## src/rtl/uart_pkg.sv

```systemverilog
// uart_pkg: shared TX/RX state encoding and default baud divisor for uart_stream.
package uart_pkg;
    typedef enum logic [2:0] {
        S_IDLE   = 3'd0,
        S_START  = 3'd1,
        S_DATA   = 3'd2,
        S_PARITY = 3'd3,
        S_STOP   = 3'd4
    } state_e;
    localparam int DEFAULT_CLKS_PER_BIT = 234;
endpackage

```

## src/rtl/uart_rx_fifo.sv

```systemverilog
// uart_rx_fifo: show-ahead receive FIFO; a pop frees room for a push in the same cycle.
module uart_rx_fifo #(
    parameter int WIDTH = 8,
    parameter int DEPTH = 16
) (
    input  logic                   clk,
    input  logic                   rst,
    input  logic                   push,
    input  logic [WIDTH-1:0]       wdata,
    input  logic                   pop,
    output logic [WIDTH-1:0]       rdata,
    output logic                   valid,
    output logic                   full,
    output logic [$clog2(DEPTH):0] count
);
    localparam int AW = $clog2(DEPTH);
    localparam int CNTW = AW + 1;
    logic [WIDTH-1:0] mem_q [DEPTH];
    logic [AW-1:0] wptr_q, wptr_d, rptr_q, rptr_d;
    logic [CNTW-1:0] count_q, count_d;
    logic push_ok, pop_ok;
    always_comb begin
        valid   = count_q != '0;
        full    = count_q == CNTW'(DEPTH);
        pop_ok  = pop && valid;
        push_ok = push && (!full || pop_ok);
        wptr_d  = wptr_q + AW'(push_ok);
        rptr_d  = rptr_q + AW'(pop_ok);
        count_d = count_q + CNTW'(push_ok) - CNTW'(pop_ok);
        rdata   = valid ? mem_q[rptr_q] : '0;
        count   = count_q;
    end
    always_ff @(posedge clk) begin
        if (rst) begin
            wptr_q  <= '0;
            rptr_q  <= '0;
            count_q <= '0;
        end else begin
            wptr_q  <= wptr_d;
            rptr_q  <= rptr_d;
            count_q <= count_d;
        end
    end
    always_ff @(posedge clk) begin
        if (push_ok) mem_q[wptr_q] <= wdata;
    end
endmodule

```

## src/rtl/uart_stream.sv

```systemverilog
// uart_stream: full-duplex UART with ready/valid byte streams and an RX FIFO.
// Define UART_PARITY_EN to add an even-parity bit on TX and check it on RX.
module uart_stream
    import uart_pkg::*;
#(
    parameter int CLKS_PER_BIT = DEFAULT_CLKS_PER_BIT,
    parameter int DATA_BITS    = 8,
    parameter int STOP_BITS    = 1,
    parameter int FIFO_DEPTH   = 16
) (
    input  logic                        clk,
    input  logic                        rst,
    input  logic                        uart_rx,
    output logic                        uart_tx,
    input  logic [DATA_BITS-1:0]        tx_data,
    input  logic                        tx_valid,
    output logic                        tx_ready,
    output logic [DATA_BITS-1:0]        rx_data,
    output logic                        rx_valid,
    input  logic                        rx_ready,
    output logic [$clog2(FIFO_DEPTH):0] rx_count,
    output logic                        rx_frame_err,
    output logic                        rx_parity_err,
    output logic                        rx_overrun
);
    localparam int CW = $clog2(CLKS_PER_BIT) + 1;
    localparam logic [CW-1:0] BIT_LAST  = CW'(CLKS_PER_BIT - 1);
    localparam logic [CW-1:0] HALF_LAST = CW'(CLKS_PER_BIT / 2 - 1);
    localparam logic [2:0] DATA_LAST = 3'(DATA_BITS - 1);
    localparam logic [2:0] STOP_LAST = 3'(STOP_BITS - 1);
`ifdef UART_PARITY_EN
    localparam state_e AFTER_DATA = S_PARITY;
`else
    localparam state_e AFTER_DATA = S_STOP;
`endif

    state_e tx_state_q, tx_state_d;
    logic [CW-1:0] tx_cnt_q, tx_cnt_d;
    logic [2:0] tx_bit_q, tx_bit_d;
    logic [DATA_BITS-1:0] tx_sh_q, tx_sh_d;
    logic tx_tick;
`ifdef UART_PARITY_EN
    logic tx_par_q, tx_par_d;
`endif

    assign tx_ready = tx_state_q == S_IDLE;

    always_comb begin
        tx_state_d = tx_state_q;
        tx_bit_d   = tx_bit_q;
        tx_sh_d    = tx_sh_q;
        tx_tick    = tx_cnt_q == BIT_LAST;
        tx_cnt_d   = (tx_state_q == S_IDLE || tx_tick) ? '0 : tx_cnt_q + CW'(1);
        uart_tx    = 1'b1;
`ifdef UART_PARITY_EN
        tx_par_d   = tx_par_q;
`endif
        case (tx_state_q)
            S_IDLE: if (tx_valid) begin
                tx_state_d = S_START;
                tx_bit_d   = '0;
                tx_sh_d    = tx_data;
`ifdef UART_PARITY_EN
                tx_par_d   = ^tx_data;
`endif
            end
            S_START: begin
                uart_tx = 1'b0;
                if (tx_tick) tx_state_d = S_DATA;
            end
            S_DATA: begin
                uart_tx = tx_sh_q[0];
                if (tx_tick) begin
                    tx_sh_d  = tx_sh_q >> 1;
                    tx_bit_d = tx_bit_q + 3'(1);
                    if (tx_bit_q == DATA_LAST) begin
                        tx_state_d = AFTER_DATA;
                        tx_bit_d   = '0;
                    end
                end
            end
`ifdef UART_PARITY_EN
            S_PARITY: begin
                uart_tx = tx_par_q;
                if (tx_tick) tx_state_d = S_STOP;
            end
`endif
            S_STOP: if (tx_tick) begin
                tx_bit_d = tx_bit_q + 3'(1);
                if (tx_bit_q == STOP_LAST) tx_state_d = S_IDLE;
            end
            default: tx_state_d = S_IDLE;
        endcase
    end

    always_ff @(posedge clk) begin
        if (rst) begin
            tx_state_q <= S_IDLE;
            tx_cnt_q   <= '0;
            tx_bit_q   <= '0;
            tx_sh_q    <= '0;
`ifdef UART_PARITY_EN
            tx_par_q   <= 1'b0;
`endif
        end else begin
            tx_state_q <= tx_state_d;
            tx_cnt_q   <= tx_cnt_d;
            tx_bit_q   <= tx_bit_d;
            tx_sh_q    <= tx_sh_d;
`ifdef UART_PARITY_EN
            tx_par_q   <= tx_par_d;
`endif
        end
    end

    logic [1:0] rx_sync_q;
    logic rx_line;
    state_e rx_state_q, rx_state_d;
    logic [CW-1:0] rx_cnt_q, rx_cnt_d;
    logic [2:0] rx_bit_q, rx_bit_d;
    logic [DATA_BITS-1:0] rx_sh_q, rx_sh_d;
    logic rx_tick, rx_par_bad;
    logic push_q, push_d, ferr_q, ferr_d, perr_q, perr_d;
    logic fifo_full;
`ifdef UART_PARITY_EN
    logic rx_par_q, rx_par_d;
    assign rx_par_bad = ^{rx_sh_q, rx_par_q};
`else
    assign rx_par_bad = 1'b0;
`endif

    assign rx_line = rx_sync_q[1];

    // START waits half a bit so every later sample lands mid-bit.
    always_comb begin
        rx_state_d = rx_state_q;
        rx_bit_d   = rx_bit_q;
        rx_sh_d    = rx_sh_q;
        push_d     = 1'b0;
        ferr_d     = 1'b0;
        perr_d     = 1'b0;
        rx_tick    = rx_cnt_q == (rx_state_q == S_START ? HALF_LAST : BIT_LAST);
        rx_cnt_d   = (rx_state_q == S_IDLE || rx_tick) ? '0 : rx_cnt_q + CW'(1);
`ifdef UART_PARITY_EN
        rx_par_d   = rx_par_q;
`endif
        case (rx_state_q)
            S_IDLE: if (!rx_line) begin
                rx_state_d = S_START;
                rx_bit_d   = '0;
            end
            S_START: if (rx_tick) rx_state_d = rx_line ? S_IDLE : S_DATA;
            S_DATA: if (rx_tick) begin
                rx_sh_d  = {rx_line, rx_sh_q[DATA_BITS-1:1]};
                rx_bit_d = rx_bit_q + 3'(1);
                if (rx_bit_q == DATA_LAST) rx_state_d = AFTER_DATA;
            end
`ifdef UART_PARITY_EN
            S_PARITY: if (rx_tick) begin
                rx_par_d   = rx_line;
                rx_state_d = S_STOP;
            end
`endif
            S_STOP: if (rx_tick) begin
                rx_state_d = S_IDLE;
                ferr_d     = !rx_line;
                perr_d     = rx_par_bad;
                push_d     = rx_line && !rx_par_bad;
            end
            default: rx_state_d = S_IDLE;
        endcase
    end

    always_ff @(posedge clk) begin
        if (rst) begin
            rx_sync_q  <= 2'b11;
            rx_state_q <= S_IDLE;
            rx_cnt_q   <= '0;
            rx_bit_q   <= '0;
            rx_sh_q    <= '0;
            push_q     <= 1'b0;
            ferr_q     <= 1'b0;
            perr_q     <= 1'b0;
`ifdef UART_PARITY_EN
            rx_par_q   <= 1'b0;
`endif
        end else begin
            rx_sync_q  <= {rx_sync_q[0], uart_rx};
            rx_state_q <= rx_state_d;
            rx_cnt_q   <= rx_cnt_d;
            rx_bit_q   <= rx_bit_d;
            rx_sh_q    <= rx_sh_d;
            push_q     <= push_d;
            ferr_q     <= ferr_d;
            perr_q     <= perr_d;
`ifdef UART_PARITY_EN
            rx_par_q   <= rx_par_d;
`endif
        end
    end

    assign rx_frame_err  = ferr_q;
    assign rx_parity_err = perr_q;
    // A pop in the push cycle makes room, so only a full FIFO without pop overruns.
    assign rx_overrun    = push_q && fifo_full && !rx_ready;

    uart_rx_fifo #(
        .WIDTH(DATA_BITS),
        .DEPTH(FIFO_DEPTH)
    ) u_fifo (
        .clk  (clk),
        .rst  (rst),
        .push (push_q),
        .wdata(rx_sh_q),
        .pop  (rx_ready),
        .rdata(rx_data),
        .valid(rx_valid),
        .full (fifo_full),
        .count(rx_count)
    );
endmodule

```

## config.mk

```make
export PLATFORM = sky130hd
export DESIGN_NAME = uart_stream
export DESIGN_NICKNAME = d
export VERILOG_FILES = /design/src/rtl/uart_pkg.sv /design/src/rtl/uart_rx_fifo.sv /design/src/rtl/uart_stream.sv
export SDC_FILE = /design/constraint.sdc
export NUM_CORES = 1
export LEC_CHECK = 0
export CAP_MARGIN = 20
export CORE_MARGIN = 8
export CORE_UTILIZATION = 60
export DETAILED_ROUTE_END_ITERATION = 10
export PLACE_DENSITY = 0.87
export SLEW_MARGIN = 5
export SYNTH_ARGS = -nofsm -noshare
export SYNTH_HDL_FRONTEND = slang
export SYNTH_SLANG_ARGS = --single-unit
```

## constraint.sdc

```tcl
create_clock -name clk -period 3.3 [get_ports clk]
set_input_delay 0.66 -clock clk [delete_from_list [all_inputs] [get_ports clk]]
set_output_delay 0.66 -clock clk [all_outputs]
set_load 0.01 [all_outputs]
```

# After elaboration in Yosys (flattened, before gate mapping)
# Memory sizes are Yosys's and may differ from the RTL's. A register that Yosys moved wholly into a read port is not among the register bits.
# Cells that the tools add are included.
op_classes:
  order_cmp: 0
  add_sub_neg: 8
  n_shift: 0
  eq_ne: 22
  reduce_logical: 26
  n_div: 0
  mul: 0
  n_bitwise: 2
  muxes: 31
ops:
  columns: ["op", "count"]
  rows:
  - ["3-bit 2-to-1 mux", 17]
  - ["8-bit 2-to-1 mux", 4]
  - ["3-bit one-hot mux with 4 select lines", 2]
  - ["2-bit inequality test (second input constant)", 11]
  - ["9-bit by 1-bit adder with 9-bit output (second input constant)", 2]
  - ["8-bit one-hot mux with 2 select lines", 1]
  - ["3-bit equality test (second input constant)", 4]
  - ["9-bit by 8-bit equality test with 1-bit output", 1]
  - ["9-bit by 8-bit equality test with 1-bit output (second input constant)", 1]
  - ["3-bit zero test", 3]
  - ["3-bit one-hot mux with 3 select lines", 1]
  - ["4-bit by 1-bit adder with 4-bit output", 2]
  - ["3-bit by 1-bit adder with 3-bit output (second input constant)", 2]
  - ["3-bit by 1-bit equality test with 1-bit output (second input constant)", 2]
  - ["3-bit by 2-bit equality test with 1-bit output (second input constant)", 2]
  - ["3-bit one-hot mux with 2 select lines", 1]
  - ["3-bit AND reduction", 2]
  - ["6-bit AND reduction", 1]
  - ["5-bit by 1-bit adder with 5-bit output", 1]
  - ["5-bit equality test (second input constant)", 1]
  - ["5-bit AND reduction", 1]
  - ["5-bit nonzero test", 1]
  - ["5-bit by 1-bit subtractor with 5-bit output", 1]
  - ["1-bit logical AND", 4]
  - ["other kinds (13)", 21]
totals:
  ff_bits: 63
  ramBits: 128
  latch_bits: 0
  romBits: 0
  inputBits: 13
  out_inout_bits: 19
  mem_count: 1
  wordCells: 104
memory_table:
  columns: ["name", "words", "width", "rd", "rd_clocked_by_memory_dff", "write_ports", "line", "text"]
  rows:
  - ["u_fifo.mem_q", 16, 8, 1, 1, 1, "uart_rx_fifo.sv:18", "logic [WIDTH-1:0] mem_q [DEPTH];"]

# Logic depth before layout (Yosys ltp)
logic_depth:
  word_depth: 6
  mapped_depth: 12
  ltp_nobuf: 11

# Cells and area by module
# From an unflattened synthesis, not the netlist that was laid out.
hier_totals:
  hier_cells: 565
  hier_area_um2: 8251.7
modules_own_cells:
  columns: ["module", "area_each_um2", "n_inst", "cells_per_inst", "seq_area_each_um2"]
  rows:
  - ["uart_rx_fifo", 5801.8, 1, 299, 4103.9]
  - ["uart_stream", 2449.8, 1, 266, 1001.0]

# Least setup slack after synthesis
# No wires, ideal clock.
synth_timing:
  path_kind: "reg-to-reg"
  from: "reg u_fifo.count_q[3], in the netlist u_fifo.count[3]"
  to: "reg u_fifo.count_q[4], in the netlist u_fifo.count[4]"
  setup_ns: 0.071
  n_path_buf: 1
  t_arrival_ns: 2.668
  path_stages_with_launch: 13
  period_less_slack_ns: 2.738
  path_slack_ns: 0.562
  t_required_ns: 3.229
  path_cell_list: "dfxtp_1 -> inv_1 -> ha_1 -> or4b_1 -> clkbuf_1 -> nand3_1 -> o21ai_0 -> ha_1 -> fa_1 -> a21oi_1 -> nor2_1 -> or3_1 -> a21oi_1"
synth_via:
  elab_chain_len: 6
  word_cells_on_any_way: 8
  cone_classes: "2 x add/sub; 1 x eq/ne; 5 x reduce/logical"
synth_lines:
  columns: ["element", "line", "text"]
  rows:
  - ["start, declared", "uart_rx_fifo.sv:20", "logic [CNTW-1:0] count_q, count_d;"]
  - ["start signal, assigned", "uart_rx_fifo.sv:41", "count_q <= count_d;"]
  - ["5-bit nonzero test (*)", "uart_rx_fifo.sv:23", "valid = count_q != '0;"]
  - ["named net rx_valid", "uart_stream.sv:19", "output logic rx_valid,"]
  - ["1-bit logical AND (*)", "uart_rx_fifo.sv:25", "pop_ok = pop && valid;"]
  - ["1-bit logical OR", "uart_rx_fifo.sv:26", "push_ok = push && (!full || pop_ok);"]
  - ["1-bit logical AND", "uart_rx_fifo.sv:26", null]
  - ["5-bit by 1-bit adder with 5-bit output", "uart_rx_fifo.sv:29", "count_d = count_q + CNTW'(push_ok) - CNTW'(pop_ok);"]
  - ["5-bit by 1-bit subtractor with 5-bit output (*)", "uart_rx_fifo.sv:29", null]
# Mark *: on every way through the listed nets, which the timed path passes. The rest lies on a longest branch.
# A chain may end at the register's enable or synchronous reset.

==> results.py <==
metrics = {
    "drt": {
        "finalWirelength_mm": 15.8,
        "final_antenna_net_count": 0,
        "first_iter_violations": 339,
        "drc_errors": 0,
        "via_count": 4766,
        "vias_per_cell": 5.99,
        "wl_per_cell_um": 19.9,
        "drt-pass1-iter-count": 8,
    },
    "setup_path": {
        "crit_slowest_cell": "mux4_2",
        "worstSetupEndpointType": "output port",
        "crit_arrival_ps": 2530,
        "crit_fanout": 16,
        "crit_chain": "buf_4 > mux4_2 > mux2i_1 > o22ai_1 > clkdlybuf4s50_1",
        "startpoint_type": "flop",
        "cpPeakStageDelay_ps": 560,
        "cp.required_ps": 2640,
        "crit_type": "flop to output port",
    },
    "power": {
        "comb_power_share_pct": 20.1,
        "cellLeakagePower_uw": 0.00316,
        "p_switching_uw": 1420,
        "sequentialPowerShare_pct": 45.7,
        "p_int_uw": 4290,
        "vdd_drop_max_v": 0.000474,
        "p_per_area_nw_per_um2": 621,
        "p_clk_share_pct": 34.2,
        "swShare_pct": 24.9,
    },
    "floorplan": {
        "initial_utilization_pct": 61.1,
        "std_cell_rows": 42,
        "dieArea_sq_um": 17400,
        "die_w_um": 132,
        "die_h_um": 132,
        "io_pins": 32,
        "core_area_sq_um": 13200,
    },
    "global_route": {
        "gr-total-overflow": 0,
        "grt_max_degree": 20,
        "grt_pass1_wl_mm": 25.4,
        "antenna_found_initial": 0,
        "track_usage_pct": 18.8,
        "grt_pass1_vias": 4968,
    },
    "clocking": {
        "tritoncts": "built",
        "h-tree-depth": 4,
        "path_clk_slew_ps": 60,
        "clock-sinks": 191,
        "hold_buffers": 0,
        "cts_root_buffer": "clkbuf_16",
        "cts_buffers": 17,
        "clkLatencyLatePin_ps": 420,
        "clk_path_buf_depth": 2,
    },
    "synthesis": {
        "synth_top_family_by_area": "multiplexers",
        "synth_ff_type": "edfxtp_1",
        "syn_area_sq_um": 8060,
        "seq_area_frac_synth_pct": 63.3,
        "synth-xor-area-share_pct": 2.72,
        "synth_fp_nets": 594,
        "synth_seq_cells": 191,
        "synth-adder-area-share_pct": 2.73,
        "synth_edf_count": 128,
        "syn_avg_cell_area_sq_um": 14.3,
        "syn_inst": 564,
        "muxShareOfSynthArea_pct": 12.8,
        "synth_cell_types": 58,
        "synth_compound_area_share_pct": 3.65,
        "yosys_warnings": 0,
        "async_reset_ff_share_pct": 0,
        "yosys.area_share.simple_pct": 12.2,
    },
    "sta": {
        "fin_hold_ws_ps": 415,
        "fin_skew_ps": 7.18,
        "setup_viol": 0,
        "fin_tns_setup_ps": 0,
        "slew_viol_final": 0,
        "min_period_ps": 3190,
        "finalCritPeriodShare_pct": 96.6,
        "tightest_slew_ps": 756,
        "finalHoldViolations": 0,
        "max_freq_ghz": 0.314,
        "rsz0062_at_grt": "no",
        "slew_headroom_pct": 49.5,
    },
    "placed_design": {
        "port_buffers": 30,
        "hpwl_mm": 10.5,
        "globalplace.congestion": 0.817,
    },
    "cells_and_area": {
        "num_antenna_cells": 0,
        "fin_nets": 637,
        "syn_to_final_growth_pct": 14.2,
        "layout-drive-gt1-share_pct": 15.8,
    },
    "status": {
        "status": "completed",
    },
    "worst_hold_path": {
        "hold_class": "flop to flop",
    },
    "run": {
        "maxCapViolations": 0,
    },
}
==> cell usage after synthesis, types with 11 or more instances <==
master    number  share of area (%)
mux4_2        32                8.9
clkbuf_1      17               0.79
xnor2_1       12                1.3
mux2i_1       29                3.6
inv_1         12               0.56
edfxtp_1     128                 48
nor2_1        56                2.6
nand3_1       15               0.93
nand2_1       13               0.61
ha_1          16                2.5
xor2_1        13                1.4
nand2b_1      13                1.0
nor3_1        22                1.4
and2_1        11               0.85
dfxtp_1       63                 16
==> metal layers <==
| layer | share of wire (%) | global-route usage [%] | vias to the layer above |
|---|---|---|---|
| met3 | 5.4 | 4.27 | 31 |
| met1 | 41 | 21.9 | 2363 |
| li1 | - | - | 2210 |
| met4 | 2.7 | 8.81 | 0 |
| met5 | 0 | 0 | - |
| met2 | 51 | 32.5 | 162 |
==> critical path: cells and delay by family, from the launching register on <==
family	cells	cell delay, ps
compound gates	1	120
buf+inv	2	810
flops	1	350
mux	2	810
==> layout by cell type, fill, tap and decap left out, types with 4 or more instances in the layout <==
cell type        instances
nand2b_1                12
clkbuf_16               17
buf_4                   24
nor2b_1                  6
nand3b_1                 4
mux2i_1                 29
or3b_1                   5
or3_1                    4
edfxtp_1               128
o21ai_0                  6
and2_1                  11
a221oi_1                 9
dfxtp_1                 62
ha_1                    16
nor2_1                  56
o22ai_1                  8
clkdlybuf4s50_1         30
a21oi_1                  8
nor3_1                  22
and3_1                   7
nand3_1                 15
xor2_1                  13
nand2_1                 12
inv_1                   12
mux4_2                  32
xnor2_1                 12
==> final timing paths <==
check                                    from                         end  slack [ps]  depth (start not counted)
setup reg to reg   u_fifo.count[2]$_SDFF_PP0_  u_fifo.count[4]$_SDFF_PP0_         490                         11
setup / recovery  u_fifo.rptr_q[0]$_SDFF_PP0_                  rx_data[5]         110                          5
hold reg to reg       rx_sync_q[0]$_SDFF_PP1_     rx_sync_q[1]$_SDFF_PP1_         420                          1
hold / removal        rx_sync_q[0]$_SDFF_PP1_     rx_sync_q[1]$_SDFF_PP1_         420                          1
==> through the flow <==
stage / power [uW] / instances / setup slack (ps) / utilization [%] / instance area, sq um
2_1_floorplan: 3410 / 564 / 562 / - / 8060
3_3_place_gp: 3760 / 764 / 358 / 65.4 / 8630
3_5_place_dp: 3810 / 764 / 254 / 65.4 / 8630
4_1_cts: 5760 / 795 / 20.0 / 69.7 / 9200
5_1_grt: 5930 / 795 / 28.6 / 69.8 / 9200
6_report: 5710 / 795 / 112 / 69.8 / 9200
==> cell families after synthesis <==
group,after synthesis
flops,191
simple gates,181
mux,63
compound gates,43
buf+inv,43
xor+xnor,25
fa+ha+maj,17
other cells,1
==> power by group through the flow <==
stage               clock network [uW]  registers, uW  logic [uW]
CTS                               1990           2610        1160
global placement                     0           2660        1100
detailed placement                   0           2660        1150
floorplan                            0           2660         757
finish                            1960           2610        1150
global route                      2070           2610        1250
==> what timing repair did <==
action / CTS / global route
setup endpoints to repair: 0 / 8
gates resized for setup: 0 / 2
buffers inserted: 0 / 0
==> state kept, by name (all words and copies together) (netlist names), 4 cells and up <==
name,flops
tx_cnt_q,9
u_fifo.wptr_q,4
rx_cnt_q,9
u_fifo.count,5
tx_sh_q,8
u_fifo.rptr_q,4
rx_sh_q,8
u_fifo.mem_q,128
==> cell type report <==
cell class | instances | area, sq um
Clock buffer | 18 | 429
Clock inverter | 13 | 139
Fill cell | 867 | 3990
Inverter | 12 | 45.0
Multi-Input combinational cell | 330 | 2760
Sequential cell | 191 | 5110
Tap cell | 176 | 220
Timing Repair Buffer | 55 | 500
Note: power is estimated with default switching activity, not from simulation.
